**src/rtl/mem_io_bridge_if.sv**
```systemverilog
// CPU memory-stage port plus device-side buses of the load/store bridge.
interface mem_io_bridge_if;
    logic [31:0] addr;
    logic [31:0] wdata;
    logic [3:0]  op;
    logic [4:0]  exc_in;
    logic        req;
    logic [31:0] rdata;
    logic [4:0]  exc_out;
    logic [5:0]  hw_int;
    logic [31:0] dm_addr;
    logic [3:0]  dm_byteen;
    logic [31:0] dm_wdata;
    logic [31:0] dm_rdata;
    logic [1:0]  tc0_addr;
    logic        tc0_we;
    logic [31:0] tc0_rdata;
    logic [1:0]  tc1_addr;
    logic        tc1_we;
    logic [31:0] tc1_rdata;
    logic        tc0_irq;
    logic        tc1_irq;
    logic        ig_irq;
    logic [3:0]  ig_byteen;

    modport slave (
        input  addr, wdata, op, exc_in, req,
        input  dm_rdata, tc0_rdata, tc1_rdata,
        input  tc0_irq, tc1_irq, ig_irq,
        output rdata, exc_out, hw_int,
        output dm_addr, dm_byteen, dm_wdata,
        output tc0_addr, tc0_we, tc1_addr, tc1_we,
        output ig_byteen
    );

    modport master (
        output addr, wdata, op, exc_in, req,
        output dm_rdata, tc0_rdata, tc1_rdata,
        output tc0_irq, tc1_irq, ig_irq,
        input  rdata, exc_out, hw_int,
        input  dm_addr, dm_byteen, dm_wdata,
        input  tc0_addr, tc0_we, tc1_addr, tc1_we,
        input  ig_byteen
    );
endinterface

```
**src/rtl/mem_io_bridge.sv**
```systemverilog
// Load/store bridge: decode, byte lanes, address exceptions, W-stage load extend.
// Optional BRIDGE_IRQ_SYNC_EN registers the irq inputs before hw_int.
module mem_io_bridge #(
    parameter logic [31:0] DM_TOP   = 32'h0000_2FFF,
    parameter logic [31:0] TC0_BASE = 32'h0000_7F00,
    parameter logic [31:0] TC1_BASE = 32'h0000_7F10,
    parameter logic [31:0] IG_BASE  = 32'h0000_7F20
) (
    input  logic           clk,
    input  logic           reset,
    mem_io_bridge_if.slave bus
);
    localparam logic [3:0] OP_NONE = 4'd0;
    localparam logic [3:0] OP_LW   = 4'd1;
    localparam logic [3:0] OP_LH   = 4'd2;
    localparam logic [3:0] OP_LHU  = 4'd3;
    localparam logic [3:0] OP_LB   = 4'd4;
    localparam logic [3:0] OP_LBU  = 4'd5;
    localparam logic [3:0] OP_SW   = 4'd6;
    localparam logic [3:0] OP_SH   = 4'd7;
    localparam logic [3:0] OP_SB   = 4'd8;

    localparam logic [4:0] EXC_INT  = 5'd0;
    localparam logic [4:0] EXC_ADEL = 5'd4;
    localparam logic [4:0] EXC_ADES = 5'd5;
    localparam logic [4:0] EXC_OV   = 5'd12;

    typedef enum logic [2:0] {
        SRC_NONE,
        SRC_DM,
        SRC_TC0,
        SRC_TC1,
        SRC_IG
    } src_e;

    src_e        src;
    logic        is_ld;
    logic        is_st;
    logic        sz_w;
    logic        sz_h;
    logic        misal;
    logic        is_tc;
    logic        wr_ok;
    logic [4:0]  bad;
    logic [4:0]  exc;
    logic [3:0]  be;
    logic [31:0] wd;

    always_comb begin
        src = SRC_NONE;
        if (bus.addr <= DM_TOP)
            src = SRC_DM;
        else if (bus.addr >= TC0_BASE &&
                 bus.addr <= TC0_BASE + 32'd11)
            src = SRC_TC0;
        else if (bus.addr >= TC1_BASE &&
                 bus.addr <= TC1_BASE + 32'd11)
            src = SRC_TC1;
        else if (bus.addr >= IG_BASE &&
                 bus.addr <= IG_BASE + 32'd3)
            src = SRC_IG;
    end

    always_comb begin
        is_ld = 1'b0;
        is_st = 1'b0;
        sz_w  = 1'b0;
        sz_h  = 1'b0;
        case (bus.op)
            OP_LW:         begin is_ld = 1'b1; sz_w = 1'b1; end
            OP_LH, OP_LHU: begin is_ld = 1'b1; sz_h = 1'b1; end
            OP_LB, OP_LBU: is_ld = 1'b1;
            OP_SW:         begin is_st = 1'b1; sz_w = 1'b1; end
            OP_SH:         begin is_st = 1'b1; sz_h = 1'b1; end
            OP_SB:         is_st = 1'b1;
            default:       ;
        endcase
    end

    assign misal = (sz_w && bus.addr[1:0] != 2'b00) ||
                   (sz_h && bus.addr[0]);
    assign is_tc = (src == SRC_TC0) || (src == SRC_TC1);
    assign bad   = is_st ? EXC_ADES : EXC_ADEL;

    // Timer bases are 16-byte aligned, so addr[3:2] is the word offset.
    always_comb begin
        exc = bus.exc_in;
        if (is_ld || is_st) begin
            if (bus.exc_in == EXC_OV)
                exc = bad;
            else if (bus.exc_in != EXC_INT)
                exc = bus.exc_in;
            else if (misal)
                exc = bad;
            else if (src == SRC_NONE)
                exc = bad;
            else if (is_tc && !sz_w)
                exc = bad;
            else if (is_st && is_tc && bus.addr[3:2] == 2'd2)
                exc = EXC_ADES;
            else
                exc = EXC_INT;
        end
    end

    always_comb begin
        be = 4'b0000;
        wd = bus.wdata;
        case (bus.op)
            OP_SW: be = 4'b1111;
            OP_SH: begin
                be = 4'b0011 << bus.addr[1:0];
                wd = {2{bus.wdata[15:0]}};
            end
            OP_SB: begin
                be = 4'b0001 << bus.addr[1:0];
                wd = {4{bus.wdata[7:0]}};
            end
            default: ;
        endcase
    end

    assign wr_ok = is_st && (exc == EXC_INT) &&
                   !bus.req && reset;

    assign bus.exc_out   = exc;
    assign bus.dm_addr   = {bus.addr[31:2], 2'b00};
    assign bus.dm_wdata  = wd;
    assign bus.dm_byteen = (wr_ok && src == SRC_DM) ? be : 4'b0000;
    assign bus.ig_byteen = (wr_ok && src == SRC_IG) ? be : 4'b0000;
    assign bus.tc0_addr  = bus.addr[3:2];
    assign bus.tc1_addr  = bus.addr[3:2];
    assign bus.tc0_we    = wr_ok && (src == SRC_TC0);
    assign bus.tc1_we    = wr_ok && (src == SRC_TC1);

    logic [3:0]  op_q,   op_d;
    logic [1:0]  ofs_q,  ofs_d;
    src_e        src_q,  src_d;
    logic [31:0] word_q, word_d;

    always_comb begin
        op_d   = OP_NONE;
        ofs_d  = bus.addr[1:0];
        src_d  = src;
        word_d = 32'h0;
        if (is_ld && exc == EXC_INT && !bus.req)
            op_d = bus.op;
        case (src)
            SRC_TC0: word_d = bus.tc0_rdata;
            SRC_TC1: word_d = bus.tc1_rdata;
            default: word_d = 32'h0;
        endcase
    end

    always_ff @(posedge clk or negedge reset) begin
        if (!reset) begin
            op_q   <= OP_NONE;
            ofs_q  <= 2'b00;
            src_q  <= SRC_NONE;
            word_q <= 32'h0;
        end else begin
            op_q   <= op_d;
            ofs_q  <= ofs_d;
            src_q  <= src_d;
            word_q <= word_d;
        end
    end

    logic [31:0] raw;
    logic [15:0] half_v;
    logic [7:0]  byte_v;
    logic [31:0] rd;

    assign raw    = (src_q == SRC_DM) ? bus.dm_rdata : word_q;
    assign half_v = ofs_q[1] ? raw[31:16] : raw[15:0];
    assign byte_v = raw[{ofs_q, 3'b000} +: 8];

    always_comb begin
        rd = 32'h0;
        case (op_q)
            OP_LW:   rd = raw;
            OP_LH:   rd = {{16{half_v[15]}}, half_v};
            OP_LHU:  rd = {16'h0, half_v};
            OP_LB:   rd = {{24{byte_v[7]}}, byte_v};
            OP_LBU:  rd = {24'h0, byte_v};
            default: rd = 32'h0;
        endcase
    end

    assign bus.rdata = rd;

`ifdef BRIDGE_IRQ_SYNC_EN
    logic [2:0] irq_q;

    always_ff @(posedge clk or negedge reset) begin
        if (!reset)
            irq_q <= 3'b000;
        else
            irq_q <= {bus.ig_irq, bus.tc1_irq, bus.tc0_irq};
    end

    assign bus.hw_int = {3'b000, irq_q};
`else
    assign bus.hw_int = {3'b000, bus.ig_irq,
                         bus.tc1_irq, bus.tc0_irq};
`endif

endmodule

```
**src/flat_wrapper.sv**
```systemverilog
// flat-port wrapper written by rule: the top's interface ports become plain ports
module mem_io_bridge_flat 
#(
    parameter logic [31:0] DM_TOP   = 32'h0000_2FFF,
    parameter logic [31:0] TC0_BASE = 32'h0000_7F00,
    parameter logic [31:0] TC1_BASE = 32'h0000_7F10,
    parameter logic [31:0] IG_BASE  = 32'h0000_7F20
)
  (clk, reset, bus_addr, bus_wdata, bus_op, bus_exc_in, bus_req, bus_dm_rdata, bus_tc0_rdata, bus_tc1_rdata, bus_tc0_irq, bus_tc1_irq, bus_ig_irq, bus_rdata, bus_exc_out, bus_hw_int, bus_dm_addr, bus_dm_byteen, bus_dm_wdata, bus_tc0_addr, bus_tc0_we, bus_tc1_addr, bus_tc1_we, bus_ig_byteen);
  mem_io_bridge_if bus_i ();
  input  logic clk;
  input  logic reset;
  input wire logic [$bits(bus_i.addr)-1:0] bus_addr;
  input wire logic [$bits(bus_i.wdata)-1:0] bus_wdata;
  input wire logic [$bits(bus_i.op)-1:0] bus_op;
  input wire logic [$bits(bus_i.exc_in)-1:0] bus_exc_in;
  input wire logic [$bits(bus_i.req)-1:0] bus_req;
  input wire logic [$bits(bus_i.dm_rdata)-1:0] bus_dm_rdata;
  input wire logic [$bits(bus_i.tc0_rdata)-1:0] bus_tc0_rdata;
  input wire logic [$bits(bus_i.tc1_rdata)-1:0] bus_tc1_rdata;
  input wire logic [$bits(bus_i.tc0_irq)-1:0] bus_tc0_irq;
  input wire logic [$bits(bus_i.tc1_irq)-1:0] bus_tc1_irq;
  input wire logic [$bits(bus_i.ig_irq)-1:0] bus_ig_irq;
  output wire logic [$bits(bus_i.rdata)-1:0] bus_rdata;
  output wire logic [$bits(bus_i.exc_out)-1:0] bus_exc_out;
  output wire logic [$bits(bus_i.hw_int)-1:0] bus_hw_int;
  output wire logic [$bits(bus_i.dm_addr)-1:0] bus_dm_addr;
  output wire logic [$bits(bus_i.dm_byteen)-1:0] bus_dm_byteen;
  output wire logic [$bits(bus_i.dm_wdata)-1:0] bus_dm_wdata;
  output wire logic [$bits(bus_i.tc0_addr)-1:0] bus_tc0_addr;
  output wire logic [$bits(bus_i.tc0_we)-1:0] bus_tc0_we;
  output wire logic [$bits(bus_i.tc1_addr)-1:0] bus_tc1_addr;
  output wire logic [$bits(bus_i.tc1_we)-1:0] bus_tc1_we;
  output wire logic [$bits(bus_i.ig_byteen)-1:0] bus_ig_byteen;
  assign bus_i.addr = bus_addr;
  assign bus_i.wdata = bus_wdata;
  assign bus_i.op = bus_op;
  assign bus_i.exc_in = bus_exc_in;
  assign bus_i.req = bus_req;
  assign bus_i.dm_rdata = bus_dm_rdata;
  assign bus_i.tc0_rdata = bus_tc0_rdata;
  assign bus_i.tc1_rdata = bus_tc1_rdata;
  assign bus_i.tc0_irq = bus_tc0_irq;
  assign bus_i.tc1_irq = bus_tc1_irq;
  assign bus_i.ig_irq = bus_ig_irq;
  assign bus_rdata = bus_i.rdata;
  assign bus_exc_out = bus_i.exc_out;
  assign bus_hw_int = bus_i.hw_int;
  assign bus_dm_addr = bus_i.dm_addr;
  assign bus_dm_byteen = bus_i.dm_byteen;
  assign bus_dm_wdata = bus_i.dm_wdata;
  assign bus_tc0_addr = bus_i.tc0_addr;
  assign bus_tc0_we = bus_i.tc0_we;
  assign bus_tc1_addr = bus_i.tc1_addr;
  assign bus_tc1_we = bus_i.tc1_we;
  assign bus_ig_byteen = bus_i.ig_byteen;
  mem_io_bridge #(.DM_TOP(DM_TOP), .TC0_BASE(TC0_BASE), .TC1_BASE(TC1_BASE), .IG_BASE(IG_BASE)) u_core (.clk(clk), .reset(reset), .bus(bus_i));
endmodule
```
**config.mk**
```make
export PLATFORM = sky130hd
export DESIGN_NAME = mem_io_bridge_flat
export DESIGN_NICKNAME = d
export VERILOG_FILES = /design/src/rtl/mem_io_bridge_if.sv /design/src/rtl/mem_io_bridge.sv /design/src/flat_wrapper.sv
export SDC_FILE = /design/constraint.sdc
export NUM_CORES = 1
export LEC_CHECK = 0
export ABC_AREA = 1
export CAP_MARGIN = 5
export CORE_AREA = 2 2 116 118
export DETAILED_ROUTE_END_ITERATION = 7
export DIE_AREA = 0 0 118 120
export PLACE_DENSITY = 0.79
export SLEW_MARGIN = 20
export SYNTH_ARGS = -nofsm -noshare
export SYNTH_HDL_FRONTEND = slang
export SYNTH_SLANG_ARGS = --single-unit
```
**constraint.sdc**
```tcl
create_clock -name clk -period 5.1 [get_ports clk]
set_input_delay 1.02 -clock clk [delete_from_list [all_inputs] [get_ports clk]]
set_output_delay 1.02 -clock clk [all_outputs]
set_load 0.01 [all_outputs]
```
==> results_dict.tcl <==
set metrics [dict create \
    ctsRootBufferMaster "clkbuf_16" \
    met1Wirelength_mm 6.56 \
    worstPathArrival_ns 3.79 \
    clkSlewWorstSetupHoldPaths_ns 0.06 \
    cp_cell_sequence "clkdlybuf4s50_1 > inv_2 > nor2_1 > inv_2 > nor3_4 > inv_2 > nand2_1 > nand2_1 > a21oi_1 > nand2_1 > a21oi_2 > nand2_2 > nor2_4 > nand3_2 > nor2_1 > clkdlybuf4s50_1" \
    ys_seq_area_frac 0.254 \
    power_density_mw_per_mm2 141 \
    final_common_cell "clkdlybuf4s50_1" \
    worst_path_dominant_cell_family "simple AND/OR/NAND/NOR gates" \
    multiInputGateArea_mm2 0.00228 \
    layout-drive-gt1-share 0.0603 \
    slew_viol_final 0 \
    yosys-top-cells-area "dfrtp_1 (25%), nand2_1 (18%), buf_4 (9.7%), o21ai_0 (6.8%), nor2_1 (6.1%)" \
    met2WireLength_mm 7.96 \
    synth-edff-count 0 \
    cts_setup_buffers 0 \
    cts_sinks 41 \
    start_util 0.311 \
    grt_pass1_vias 4961 \
    highest_layer "met4" \
    finalPower_uw 963 \
    critPathCaptureType "output pin" \
    final_cell_mix "clkdlybuf4s50_1 (283), nand2_1 (193), inv_1 (65), nor2_1 (65), o21ai_0 (55)" \
    die_height_um 120 \
    rsz0062_at_grt "false" \
    hpwl_mm 12.8 \
    area_delta_synth_final_pct 69.4 \
    hold_path_class "input pin to async pin" \
    layout.nets 1054 \
    startpoint_type "input pin" \
    cp.buffers_inverters 5 \
    tightest_slew_ns 1.08 \
    htreeDepth 2 \
    clkPwrFrac 0.320 \
    p_leak_nw 3.11 \
    grt_max_degree 42 \
    io_buffers 284 \
    wl_per_cell_um 15.2 \
    ys_ff_latch 41 \
    dr.pass1.iters 6 \
    nFillCells 1293 \
    yosysWarnings 0 \
    netlist_area_mm2 0.00404 \
    syn_avg_cell_area_um2 6.20 \
    criticalPathCategory "input pin to output pin" \
    chipWidth_um 118 \
    dp_cells 1048 \
    seqPwrFrac 0.343 \
    vias 4968 \
    dr_wl_met3_mm 1.21 \
    drv_cap 0 \
    grt_pass1_wl_mm 25.0 \
    core_mm2 0.0130 \
    synth_ff_type "dfrtp_1" \
    synth_cells 652 \
    maxSlewHeadroom 0.276 \
    grt_use_total 0.221 \
    switching_power_uw 245 \
    p_comb_frac 0.336 \
    p_sw_frac 0.254 \
    grt_overflow 0 \
    max_stage_delay_ns 0.57 \
    gp_routability_congestion 0.900 \
    fin_cells 1057 \
    fin_hold_ws_ns 0.917 \
    required_ns 4.08 \
    tns_ns 0 \
    antenna_left 0 \
    postCtsHoldBufs 0 \
    ys_types 40 \
    wl_mm 16.0 \
    hold_viol_final 0 \
    internal-power_uw 718 \
    synthArstFlopShare 1.00 \
    rows 42 \
    clockBufferDepth 2 \
    max_freq_mhz 208 \
    die-area_mm2 0.0142 \
    boundaryPins 296 \
    vias_per_cell 4.70 \
    timing.final.crit_period_ns 4.81 \
    yosys.area.top_type "dfrtp_1" \
    crit_fanout 7 \
    setup_viol 0 \
    ff_latch_area_mm2 0.00103 \
    finalCritPeriodShare 0.943 \
    initialDrtViolationCount 406 \
    cp_slowest_cell "clkdlybuf4s50_1" \
    path_depth 16 \
    antenna_found_initial 1 \
    drc 0 \
    outcome "completed" \
    cts_tree "built" \
    netlist.area_leader.share 0.254 \
    vdd_drop_max_mv 0.0954 \
    cts_made_buffers 5 \
]
-- cells by family (layout without fill, tap and decap cells) --
family | after synthesis | count (layout) | share of synthesized area
and+or+nand+nor | 311 | 311 | 0.328
buffers and inverters | 151 | 373 | 0.190
AOI/OAI and AO/OA | 130 | 130 | 0.183
DFF | 41 | 41 | 0.254
muxes | 18 | 18 | 0.0446
other | 1 | 8 | 0.000928
-- final timing paths --
| kind | startpoint | endpoint |
|---|---|---|
| min in group clk | bus_tc1_rdata[2] | u_core.word_q[2] |
| worst max-delay path | bus_op[2] | bus_ig_byteen[3] |
| worst min-delay path | reset | u_core.word_q[1] |
| max in group asynchronous | reset | u_core.word_q[4] |
-- state kept, by name, indices dropped and copies added, names as in the netlist --
signal         flops
u_core.word_q     32
u_core.ofs_q       2
u_core.src_q       3
u_core.op_q        4
-- layer usage --
metal / vias up / track usage
li1: 2497 / -
met1: 2189 / 0.263
met2: 260 / 0.399
met3: 22 / 0.0475
met4: 0 / 0.0633
met5: - / 0
-- cell usage after synthesis, types with 2 or more instances --
| master | instances |
|---|---|
| nor2_1 | 66 |
| inv_1 | 65 |
| clkbuf_1 | 22 |
| or2_2 | 13 |
| nand3_1 | 12 |
| mux2i_1 | 18 |
| nor3_1 | 4 |
| a21oi_1 | 37 |
| nand4_1 | 6 |
| o21ai_0 | 55 |
| clkinv_1 | 3 |
| nand2_1 | 193 |
| o2111ai_1 | 2 |
| nand2_2 | 5 |
| o21ai_1 | 2 |
| o221ai_1 | 6 |
| a31oi_1 | 5 |
| buf_4 | 52 |
| buf_2 | 3 |
| o22ai_1 | 11 |
| nand3_2 | 2 |
| o32ai_1 | 2 |
| dfrtp_1 | 41 |
| nor2_2 | 3 |
| inv_2 | 6 |
| nor2_4 | 3 |
| a2bb2oi_1 | 2 |
-- stage by stage --
step / utilization / area (um2) / setup slack (ns)
after global placement: 0.516 / 6700 / 0.281
after global routing: 0.527 / 6840 / 0.0259
after floorplan: - / 4060 / 1.54
after detailed placement: 0.516 / 6700 / 0.223
after CTS: 0.527 / 6840 / 0.229
final: 0.527 / 6850 / 0.292
-- layout make-up --
type                            instances  share of cell area
Sequential cell                        41               0.150
Tap cell                              176              0.0322
Multi-Input combinational cell        465               0.332
Clock buffer                            7              0.0208
Timing Repair Buffer                  292               0.423
Inverter                               74              0.0406
Antenna cell                            2            0.000731
-- repair_timing --
action / CTS / global route
endpoints found under the setup margin: 0 / 1
resized for setup: 0 / 1
endpoints found under the hold margin: 0 / 0
-- power groups by stage --
| stage | Sequential (mW) | Combinational [mW] | Clock, mW |
|---|---|---|---|
| final | 0.331 | 0.324 | 0.308 |
| after global routing | 0.331 | 0.351 | 0.328 |
| after CTS | 0.331 | 0.325 | 0.314 |
| after detailed placement | 0.337 | 0.322 | 0 |
| after global placement | 0.336 | 0.322 | 0 |
| after floorplan | 0.333 | 0.120 | 0 |
No activity file was read; power rests on OpenSTA's default activity.
